[src/rtl/seg_scan_driver.sv]
// seg_scan_driver: multiplexed 7-segment scanner with double-buffered load.
// Ports: clk, rst, din/dp_in/blank_in/load in; load_ack, seg, dp, wela, slot_tick out.
// Optional macro SEG_LZB_EN enables leading-zero blanking.
module seg_scan_driver #(
  parameter int DIGITS         = 4,
  parameter int SCAN_DIV       = 50000,
  parameter int DEAD_CYC       = 2,
  parameter int SEG_ACTIVE_LOW = 1,
  parameter int AN_ACTIVE_LOW  = 1
) (
  input  logic                  clk,
  input  logic                  rst,
  input  logic [4*DIGITS-1:0]   din,
  input  logic [DIGITS-1:0]     dp_in,
  input  logic [DIGITS-1:0]     blank_in,
  input  logic                  load,
  output logic                  load_ack,
  output logic [6:0]            seg,
  output logic                  dp,
  output logic [DIGITS-1:0]     wela,
  output logic                  slot_tick
);

  localparam int DIV_W = $clog2(SCAN_DIV);
  localparam int IDX_W = (DIGITS > 1) ? $clog2(DIGITS) : 1;

  localparam logic [DIV_W-1:0] P_LAST = DIV_W'(SCAN_DIV - 1);
  localparam logic [DIV_W-1:0] P_DEAD = DIV_W'(DEAD_CYC);
  localparam logic [IDX_W-1:0] I_LAST = IDX_W'(DIGITS - 1);

  localparam logic              SEG_INV = (SEG_ACTIVE_LOW != 0);
  localparam logic [6:0]        SEG_OFF = {7{SEG_INV}};
  localparam logic              DP_OFF  = SEG_INV;
  localparam logic [DIGITS-1:0] AN_OFF  =
    {DIGITS{AN_ACTIVE_LOW != 0}};

  logic [DIV_W-1:0]    p_q, p_d;
  logic [IDX_W-1:0]    idx_q, idx_d;
  logic [4*DIGITS-1:0] dsh_q, dsh_d;
  logic [DIGITS-1:0]   dpsh_q, dpsh_d;
  logic [DIGITS-1:0]   blsh_q, blsh_d;
  logic [3:0]          cval_q, cval_d;
  logic                cdp_q, cdp_d;
  logic                cblk_q, cblk_d;
  logic [6:0]          seg_q, seg_d;
  logic                dp_q, dp_d;
  logic [DIGITS-1:0]   wela_q, wela_d;
  logic                ack_q, ack_d;
  logic                tick_q, tick_d;

  logic                wrap;
  logic                lit;
  logic [DIGITS-1:0]   lz;
  logic [DIGITS-1:0]   oh;
  logic [3:0]          sel_val;
  logic                sel_dp;
  logic                sel_blk;
`ifdef SEG_LZB_EN
  logic                hi_zero;
`endif

  // Active-high {g,f,e,d,c,b,a}
  function automatic logic [6:0] hex7(input logic [3:0] v);
    logic [6:0] s;
    unique case (v)
      4'h0: s = 7'h3F;
      4'h1: s = 7'h06;
      4'h2: s = 7'h5B;
      4'h3: s = 7'h4F;
      4'h4: s = 7'h66;
      4'h5: s = 7'h6D;
      4'h6: s = 7'h7D;
      4'h7: s = 7'h07;
      4'h8: s = 7'h7F;
      4'h9: s = 7'h6F;
      4'hA: s = 7'h77;
      4'hB: s = 7'h7C;
      4'hC: s = 7'h39;
      4'hD: s = 7'h5E;
      4'hE: s = 7'h79;
      4'hF: s = 7'h71;
    endcase
    return s;
  endfunction

  always_comb begin
    wrap   = (p_q == P_LAST);
    p_d    = wrap ? '0 : p_q + DIV_W'(1);
    idx_d  = idx_q;
    if (wrap)
      idx_d = (idx_q == I_LAST) ? '0 : idx_q + IDX_W'(1);

    dsh_d  = load ? din      : dsh_q;
    dpsh_d = load ? dp_in    : dpsh_q;
    blsh_d = load ? blank_in : blsh_q;
    ack_d  = load;
    tick_d = wrap;

    lz = '0;
`ifdef SEG_LZB_EN
    // Digit 0 is excluded so an all-zero value still shows "0".
    hi_zero = 1'b1;
    for (int i = DIGITS - 1; i >= 1; i--) begin
      hi_zero = hi_zero & (dsh_q[4*i +: 4] == 4'h0);
      lz[i]   = hi_zero & ~dpsh_q[i];
    end
`endif

    sel_val = '0;
    sel_dp  = 1'b0;
    sel_blk = 1'b1;
    oh      = '0;
    for (int i = 0; i < DIGITS; i++) begin
      if (IDX_W'(i) == idx_d) begin
        sel_val = dsh_q[4*i +: 4];
        sel_dp  = dpsh_q[i];
        sel_blk = blsh_q[i] | lz[i];
        oh[i]   = 1'b1;
      end
    end

    // Shadow is sampled only when a new slot begins, so a slot
    // never mixes old and new data.
    cval_d = wrap ? sel_val : cval_q;
    cdp_d  = wrap ? sel_dp  : cdp_q;
    cblk_d = wrap ? sel_blk : cblk_q;

    // Outputs are built from next-state so they line up with p_q.
    lit    = (p_d >= P_DEAD) && !cblk_d;
    seg_d  = lit ? (hex7(cval_d) ^ SEG_OFF) : SEG_OFF;
    dp_d   = lit ? (cdp_d ^ SEG_INV) : DP_OFF;
    wela_d = lit ? (oh ^ AN_OFF) : AN_OFF;
  end

  always_ff @(posedge clk or posedge rst) begin
    if (rst) begin
      p_q    <= '0;
      idx_q  <= '0;
      dsh_q  <= '0;
      dpsh_q <= '0;
      blsh_q <= '1;
      cval_q <= '0;
      cdp_q  <= 1'b0;
      cblk_q <= 1'b1;
      seg_q  <= SEG_OFF;
      dp_q   <= DP_OFF;
      wela_q <= AN_OFF;
      ack_q  <= 1'b0;
      tick_q <= 1'b0;
    end else begin
      p_q    <= p_d;
      idx_q  <= idx_d;
      dsh_q  <= dsh_d;
      dpsh_q <= dpsh_d;
      blsh_q <= blsh_d;
      cval_q <= cval_d;
      cdp_q  <= cdp_d;
      cblk_q <= cblk_d;
      seg_q  <= seg_d;
      dp_q   <= dp_d;
      wela_q <= wela_d;
      ack_q  <= ack_d;
      tick_q <= tick_d;
    end
  end

  assign seg       = seg_q;
  assign dp        = dp_q;
  assign wela      = wela_q;
  assign load_ack  = ack_q;
  assign slot_tick = tick_q;

endmodule

[config.mk]
export PLATFORM = sky130hd
export DESIGN_NAME = seg_scan_driver
export DESIGN_NICKNAME = d
export VERILOG_FILES = /design/src/rtl/seg_scan_driver.sv
export SDC_FILE = /design/constraint.sdc
export NUM_CORES = 1
export LEC_CHECK = 0
export ABC_AREA = 1
export ABC_CLOCK_PERIOD_IN_PS = 2800
export BUFFER_PORTS_ARGS = -buffer_cell sky130_fd_sc_hd__buf_4
export CORE_MARGIN = 4
export CORE_UTILIZATION = 58
export CTS_CLUSTER_DIAMETER = 100
export DETAILED_ROUTE_END_ITERATION = 8
export GPL_TIMING_DRIVEN = 0
export PLACE_DENSITY = 0.76
export SETUP_SLACK_MARGIN = 0.15
export SLEW_MARGIN = 0
export SYNTH_ARGS = -nofsm -noshare
export SYNTH_HDL_FRONTEND = slang
export SYNTH_SLANG_ARGS = --single-unit
[constraint.sdc]
create_clock -name clk -period 2.8 [get_ports clk]
set_input_delay 0.56 -clock clk [delete_from_list [all_inputs] [get_ports clk]]
set_output_delay 0.56 -clock clk [all_outputs]
set_load 0.005 [all_outputs]
# Word level (Yosys, flattened, before mapping)
# Memory sizes are Yosys's and may differ from the RTL's.
# Cells that the tools add are included.
# op_classes
add_sub_neg	2
n_mul	0
div	0
magnitude_cmp	1
n_eq_ne	5
shifts	0
n_mux	25
bitwise_logic	3
n_reduce_logical	3
# op_table
op	count
two-way mux 4 bit	6
adder 16 x 1 -> 16 bit, second input constant	1
== test 16 bit, second input constant	1
>= comparator 16 x 2 -> 1 bit, second input constant	1
two-way mux 16 bit	1
two-way mux 1 bit	15
two-way mux 7 bit	1
inverter 7 bit	1
== test 2 bit, first input constant	2
two-way mux 2 bit	2
inverter 4 bit	1
adder 2 x 1 -> 2 bit, second input constant	1
== test 1 x 2 -> 1 bit, first input constant	1
== test 2 bit, second input constant	1
logical NOT 2 bit	1
logical AND 1 bit	1
logical NOT 1 bit	1
inverter 1 bit	1
# word_totals
ff_bits	62
latchBits	0
ram_bits	0
rom_bits	112
inputBits	27
out_inout_bits	14
elab_cells	53
memories	1
# memory_table
name	words	width	rd	rd_clocked_by_memory_dff	write_ports	line	text
(no name shown)	16	7	1	0	0	65	unique case (v)

# Depth between registers and ports, before layout
# Gate-level depths: netlist of the first run.
# depth
depth_word	12
mapped_depth	18
depth_no_buf	18

# Worst setup path before layout of the first run
# OpenSTA, ideal clock, no wires.
# synth_path
path_type	register -> register
startpoint	register p_q[0]
endpoint	register seg_q[3], in the netlist seg[3]
setup_time_ps	82
arrival_ps	2063
required_ps	2718
path_slack_ps	655
path_stages_with_launch	18
path_buffers	1
period_less_slack_ps	2145
path_cell_list	dfrtp_1 ha_1 nand3_2 nor2_4 nand2_2 nand2_2 nand2_2 buf_6 o21ai_1 nand3_1 nand2_1 nand2_2 inv_2 ha_1 inv_1 nand2_1 nand3_1 nand3_1
# synth_between
elab_chain_len	11
elab_cells_between_ends	24
cone_classes	add/sub (1); order compare (1); eq/ne (4); mux (13); bitwise (1); reduce/logical (3); memory (1)
# synth_rtl
item	line	text
start: declaration	37	logic [DIV_W-1:0] p_q, p_d;
start signal: assignment	151	p_q <= p_d;
== test 16 bit *	87	wrap = (p_q == P_LAST);
two-way mux 2 bit *	90	if (wrap)
via idx_d[1]	38	logic [IDX_W-1:0] idx_q, idx_d;
logical NOT 2 bit	114	if (IDX_W'(i) == idx_d) begin
two-way mux 4 bit (3 in series)	114	
two-way mux 4 bit *	114	
two-way mux 4 bit *	124	cval_d = wrap ? sel_val : cval_q;
via cval_d[0]	42	logic [3:0] cval_q, cval_d;
memory read (16 x 7 bit) *	n/a	
inverter 7 bit (no line) *	n/a	
two-way mux 7 bit *	130	seg_d = lit ? (hex7(cval_d) ^ SEG_OFF) : SEG_OFF;
via seg_d[3]	45	logic [6:0] seg_q, seg_d;
end signal: assignment	159	seg_q <= seg_d;
end: declaration	45	
# Mark *: on every way through the listed nets, which the timed path passes. The rest lies on a longest branch.
# A chain may end at the register's enable or synchronous reset.

# Worst setup path after layout of the first run
# Ends and elaborated chain as after synthesis.

==> results of run 1 <==
## worst reg2reg max path, cell delays in order (launching register included)
cell,delay (ps)
dfrtp_1,420
ha_4,180
nand3_4,100
nor2_4,160
nand2_2,130
nand2_2,90
nand2_2,80
buf_6,150
o21ai_1,120
nand3_1,90
nand2_1,90
nand2_2,110
inv_4,100
ha_1,230
inv_1,70
nand2_1,50
nand3_1,80
nand3_1,100
## routing by layer
| layer | vias up | wire, um |
|---|---|---|
| met4 | 0 | 204 |
| met5 | - | 0 |
| met3 | 18 | 175 |
| li1 | 1308 | - |
| met1 | 1247 | 3000 |
| met2 | 41 | 3690 |
## final timing paths
kind	depth (start not counted)	to	slack, ps
setup / recovery	17	seg[3]	370
hold / removal	2	dsh_q[15]	350
setup reg to reg	17	seg[3]	370
hold reg to reg	2	blsh_q[0]	490
max in group asynchronous	3	dp	1770
min in group clk	1	load_ack	360
## report_power, final
group          internal, uW  switching [uW]  total (uW)
clock                   522             350         872
combinational          60.0            53.6         114
sequential              935            15.9         951
## timing repair
action | 4_1_cts | 5_1_grt
setup endpoints to repair | 0 | 5
gates resized for setup | 0 | 8
buffers inserted | 0 | 1
## registers in the layout (all words and copies together), names as in the netlist, 2 cells and up
name    cells
wela        4
seg         7
blsh_q      4
p_q        16
dsh_q      16
cval_q      4
dpsh_q      4
idx_q       2
## through the flow
step / cell area, um^2 / setup slack, ps / hold WS (ps) / total power, uW
final: 3950 / 367 / 345 / 1940
after floorplan: 3270 / 655 / 430 / 1030
after global placement: 3660 / -28.2 / 460 / 1070
after global routing: 3950 / 129 / 339 / 2010
after CTS: 3910 / 240 / 340 / 1950
after detailed placement: 3680 / 306 / 464 / 1080
## cell type report
class	count	area (um^2)	area share
Tap cell	72	90.1	0.0228
Sequential cell	62	1570	0.398
Timing Repair Buffer	42	328	0.0830
Multi-Input combinational cell	251	1450	0.368
Buffer	8	63.8	0.0162
Clock inverter	6	85.1	0.0216
Inverter	57	216	0.0548
Clock buffer	10	138	0.0349
## kinds of logic (layout without fill, tap and decap cells)
group / after synthesis / count (layout)
XOR/XNOR: 2 / 2
multiplexers: 18 / 18
AND/OR/NAND/NOR: 201 / 201
buffers and inverters: 65 / 123
flip-flops: 62 / 62
adder cells (fa/ha/maj): 5 / 5
AO/OA/AOI/OAI: 25 / 25
## cell usage in the layout (no fill, tap or decap)
| cell type | n |
|---|---|
| nand2_2 | 14 |
| nor2_4 | 4 |
| clkinv_2 | 2 |
| a21oi_4 | 2 |
| inv_2 | 7 |
| nor3_1 | 5 |
| o21ai_1 | 5 |
| clkinvlp_4 | 2 |
| o21bai_1 | 2 |
| a31oi_1 | 1 |
| ha_4 | 1 |
| inv_1 | 49 |
| a21oi_1 | 1 |
| dfstp_2 | 17 |
| nand3_4 | 1 |
| nor2_2 | 7 |
| ha_1 | 4 |
| buf_12 | 1 |
| inv_4 | 1 |
| nand2_1 | 89 |
| xor2_1 | 2 |
| nor2_1 | 25 |
| or2_2 | 1 |
| nand3b_1 | 1 |
| nand4_1 | 7 |
| bufinv_16 | 2 |
| o21a_1 | 1 |
| buf_6 | 4 |
| nand2_4 | 2 |
| nand3_2 | 10 |
| o21ai_0 | 13 |
| clkbuf_1 | 3 |
| clkbuf_8 | 10 |
| nand3_1 | 35 |
| mux2_2 | 18 |
| buf_4 | 42 |
| dfrtp_1 | 45 |
==> impl_metrics.ini, run 1 <==
[routing]
ant_nets = 0
drt_iter0_drc = 87
drc = 0
via_count = 2614
firstDrtPassIters = 4
drt-vias-per-instance = 5.15
drt_wl_total_um = 7070
routedWlPerCell_um = 13.9

[cts]
cts_sinks = 62
insertion_delay_ps = 330
cts_buffers = 9
cts_tree = built
path_clk_slew_ps = 70
clockBufferDepth = 2
root_buffer = clkbuf_8
hold_buffers = 0
htree_num_levels = 3

[floorplanning]
row_count = 27
die_x_um = 83.1
die_h_um = 83.1
die-area_um2 = 6910
fp.coreArea_um2 = 5470
ios = 41
start_util = 0.598

[global_routing]
antenna_found_initial = 0
grt_busiest_layer = met2
grt_usage = 0.220
met1_usage = 0.264
grt_pass1_vias = 2693
grtUsageMet2 = 0.375
use_met3 = 0.0367
grt_pass1_wl_um = 12200
grt_max_degree = 34
overflow = 0

[synthesis]
synthMuxAreaShare = 0.0620
ys_types = 29
yosys-top-cells-count = 91 x nand2_1, 50 x inv_1, 45 x dfrtp_1
synth-edff-count = 0
synth_top_family_by_area = simple AND/OR/NAND/NOR gates
synthArstFlopShare = 1.00
yosysMostFrequentCell = nand2_1
synth_compound_area_frac = 0.0478
synth_seq_area_share = 0.481
synth_ff_type = dfrtp_1
netlist.area_leader.share = 0.344
post_synth_instance_area_um2 = 3270
synth_area_leader_cell = dfrtp_1
synth_area_leaders = dfrtp_1 34%, dfstp_2 14%, nand2_1 10%
avgSynthCellArea_um2 = 8.66
post_synth_inst_count = 378
synth_nets = 410
synthSimpleGateAreaFrac = 0.300
synth_seq_cells = 62
synth_xor_area_frac = 0.00535
synth_adder_area_share = 0.0191
synth_warnings = 0

[worst_setup_path]
crit_chain = ha_4 -> nand3_4 -> nor2_4 -> nand2_2 -> nand2_2 -> nand2_2 -> buf_6 -> o21ai_1 -> nand3_1 -> nand2_1 -> nand2_2 -> inv_4 -> ha_1 -> inv_1 -> nand2_1 -> nand3_1 -> nand3_1
cp_top_family = simple AND/OR/NAND/NOR gates
r2r_start = p_q[0]
cp-start-kind = flip-flop
critPathMaxStageDelay_ps = 420
crit_top_cell = nand2_2
startpoint = p_q[0]
cp_max_fo = 10
crit_type = flip-flop to flip-flop
cp-end-kind = flip-flop
cp_num_buf_inv = 3
worstPathRequired_ps = 3040
cp_slowest_cell = dfrtp_1
worstPathArrival_ps = 2680

[placement]
dp_cells = 491
port_buffers = 40
hpwl_um = 5200
gp_congestion = 0.863

[outcome]
status = completed

[sta]
tightest_slew_ps = 721
tns_ps = 0
timing.final.crit_period_ps = 2430
fmax_mhz = 411
hold_viol = 0
finalCritPeriodShare = 0.869
skew_ps = 7.17
rsz0062_at_grt = false
slew_viol_final = 0
setup_viol = 0
maxSlewHeadroom = 0.519

[power]
leakage_uw = 0.00206
ir_worst_vdd_v = 0.000401
power_density_nw_per_um2 = 491

[job]
cap_violations = 0

[layout]
fin_cells = 508
final_util = 0.721
fillers = 445
synthToLayoutAreaGrowth_pct = 20.7
diodes = 0
nets = 463
layout-drive-gt1-share = 0.339

[min_path]
hold_class = input pin to async pin
No activity file was read; power rests on OpenSTA's default activity.
==> inputs of run 2 (changes only) <==
--- a/config.mk
+++ b/config.mk
@@ -6,14 +6,16 @@
 export NUM_CORES = 1
 export LEC_CHECK = 0
 export ABC_AREA = 1
-export ABC_CLOCK_PERIOD_IN_PS = 2800
+export ABC_CLOCK_PERIOD_IN_PS = 2400
 export BUFFER_PORTS_ARGS = -buffer_cell sky130_fd_sc_hd__buf_4
+export CELL_PAD_IN_SITES_DETAIL_PLACEMENT = 2
+export CELL_PAD_IN_SITES_GLOBAL_PLACEMENT = 2
 export CORE_MARGIN = 4
-export CORE_UTILIZATION = 58
+export CORE_UTILIZATION = 35
 export CTS_CLUSTER_DIAMETER = 100
 export DETAILED_ROUTE_END_ITERATION = 8
 export GPL_TIMING_DRIVEN = 0
-export PLACE_DENSITY = 0.76
+export PLACE_DENSITY = 0.75
 export SETUP_SLACK_MARGIN = 0.15
 export SLEW_MARGIN = 0
 export SYNTH_ARGS = -nofsm -noshare
==> constraint.sdc (replaced) <==
create_clock -name clk -period 2.4 [get_ports clk]
set_input_delay 0.48 -clock clk [delete_from_list [all_inputs] [get_ports clk]]
set_output_delay 0.48 -clock clk [all_outputs]
set_load 0.005 [all_outputs]
==> impl_metrics.ini, run 2 (same netlist as run 1, synthesis figures left out) <==
[floorplanning]
fp.coreArea_um2 = 9150
die-area_um2 = 11000
start_util = 0.357
die_h_um = 105
ios = 41
row_count = 35
die_x_um = 105

[worst_setup_path]
worstPathRequired_ps = 2690
worst-r2r-cell-count = 15
crit_type = flip-flop to flip-flop
ff2ff_setup_slack_ps = -50
r2r_start = p_q[0]
cp_max_fo = 4
worstPathArrival_ps = 2740
cp-start-kind = flip-flop
cp-end-kind = flip-flop
startpoint = p_q[0]
r2r_end = seg[0]

[layout]
synthToLayoutAreaGrowth_pct = 40.5
diodes = 0
fillers = 970
final_common_cell = nand2_1
final_util = 0.502
layout-drive-gt1-share = 0.501
nets = 492
layout_common_cells = 69 x nand2_1, 65 x buf_4, 47 x inv_1

[routing]
drt_wl_total_um = 12900
routedWlPerCell_um = 22.4
drt-vias-per-instance = 5.19
drt_iter0_drc = 80
drc = 0
firstDrtPassIters = 4
via_count = 2988
ant_nets = 0

[cts]
root_buffer = clkbuf_8
insertion_delay_ps = 350
cts_buffers = 9
hold_buffers = 0
htree_num_levels = 3
cts_tree = built
cts_sinks = 62
clockBufferDepth = 2
path_clk_slew_ps = 80

[sta]
slew_viol_final = 0
hold_viol = 0
finalCritPeriodShare = 1.02
rsz0062_at_grt = true
whs_ps = 248
skew_ps = 5.99
timing.final.crit_period_ps = 2450
setup_viol = 3
tightest_slew_ps = 732
setup_slack_ps = -47.8
fmax_mhz = 409
maxSlewHeadroom = 0.512

[global_routing]
antenna_found_initial = 0
grt_max_degree = 33
grt_pass1_wl_um = 18500
grt_usage = 0.217
grt_pass1_vias = 3380
overflow = 0

[placement]
hpwl_um = 6970
gp_congestion = 0.767
port_buffers = 40

[power]
leakage_uw = 0.00228
ir_worst_vdd_v = 0.000421
power_density_nw_per_um2 = 491

[outcome]
violations = setup timing
status = complete, but fails checks

[job]
cap_violations = 0

[min_path]
hold_class = input pin to async pin
run 2: cell types whose count changed in the layout (fill, tap and decap cells not counted), moves of 8 or more:
cell,before,now
buf_4,42,65
nand2_1,89,69
nand2_2,14,22
nand2_4,2,13
nand3_1,35,26
nor2_1,25,15
run 2: metal layers:
layer,track usage,part of all wire
met2,0.387,0.53
met5,0,0
met4,0.0684,0.022
met1,0.263,0.43
met3,0.0420,0.021
run 2: worst max path at each step:
stage,end,slack [ps],depth (start not counted)
6_report,seg[0],-50,15
5_1_grt,seg[0],-180,15
4_1_cts,seg[3],140,17
3_5_place_dp,seg[5],-270,15
3_3_place_gp,slot_tick,-550,2
2_1_floorplan,seg[3],250,17
run 2: what timing repair did:
item / 4_1_cts / 5_1_grt
resized for setup: 54 / 47
cloned: 2 / 2
endpoints found under the setup margin: 14 / 12
pin swaps: 25 / 18
buffers inserted: 19 / 7
run 2: power by group:
| part | switching (uW) | internal [uW] | total [uW] |
|---|---|---|---|
| sequential | 28.0 | 1090 | 1120 |
| clock | 502 | 484 | 986 |
| combinational | 79.0 | 73.4 | 152 |
| total | 609 | 1650 | 2260 |
run 2: area by class of cell:
cell class              instances  area, um^2  share of cell area
clock inverters                 7        73.8              0.0161
multi-input cells             252        1800               0.390
plain buffers                   8        75.1              0.0163
clock buffers                   9         124              0.0269
inverters                      57         224              0.0487
flip-flops and latches         62        1580               0.343
well taps                     111         139              0.0302
repair buffers                 70         588               0.128
run 2: metrics by stage:
stage	power (uW)	cell area [um^2]	worst slack (ps)	TNS [ps]	std cells
CTS	2240	4330	136	0	567
global placement	1260	3710	-551	-25090	529
finish	2260	4600	-47.8	-61.7	576
global route	2340	4600	-180	-1760	576
floorplan	1200	3270	255	0	378
detailed placement	1270	3730	-266	-1590	530
run 2: critical path, stage by stage, from the launching register on:
cell     delay (ps)
dfrtp_1         430
ha_4            180
nand3_4         110
nor2_4          220
nand2_4         110
nand2_4         110
buf_4           110
nand3_1         100
nand2_1         130
nand3_4         110
a21oi_4         300
ha_4            200
nand2_1          70
nand2_1          80
nand2_1          70
nand3_2          60
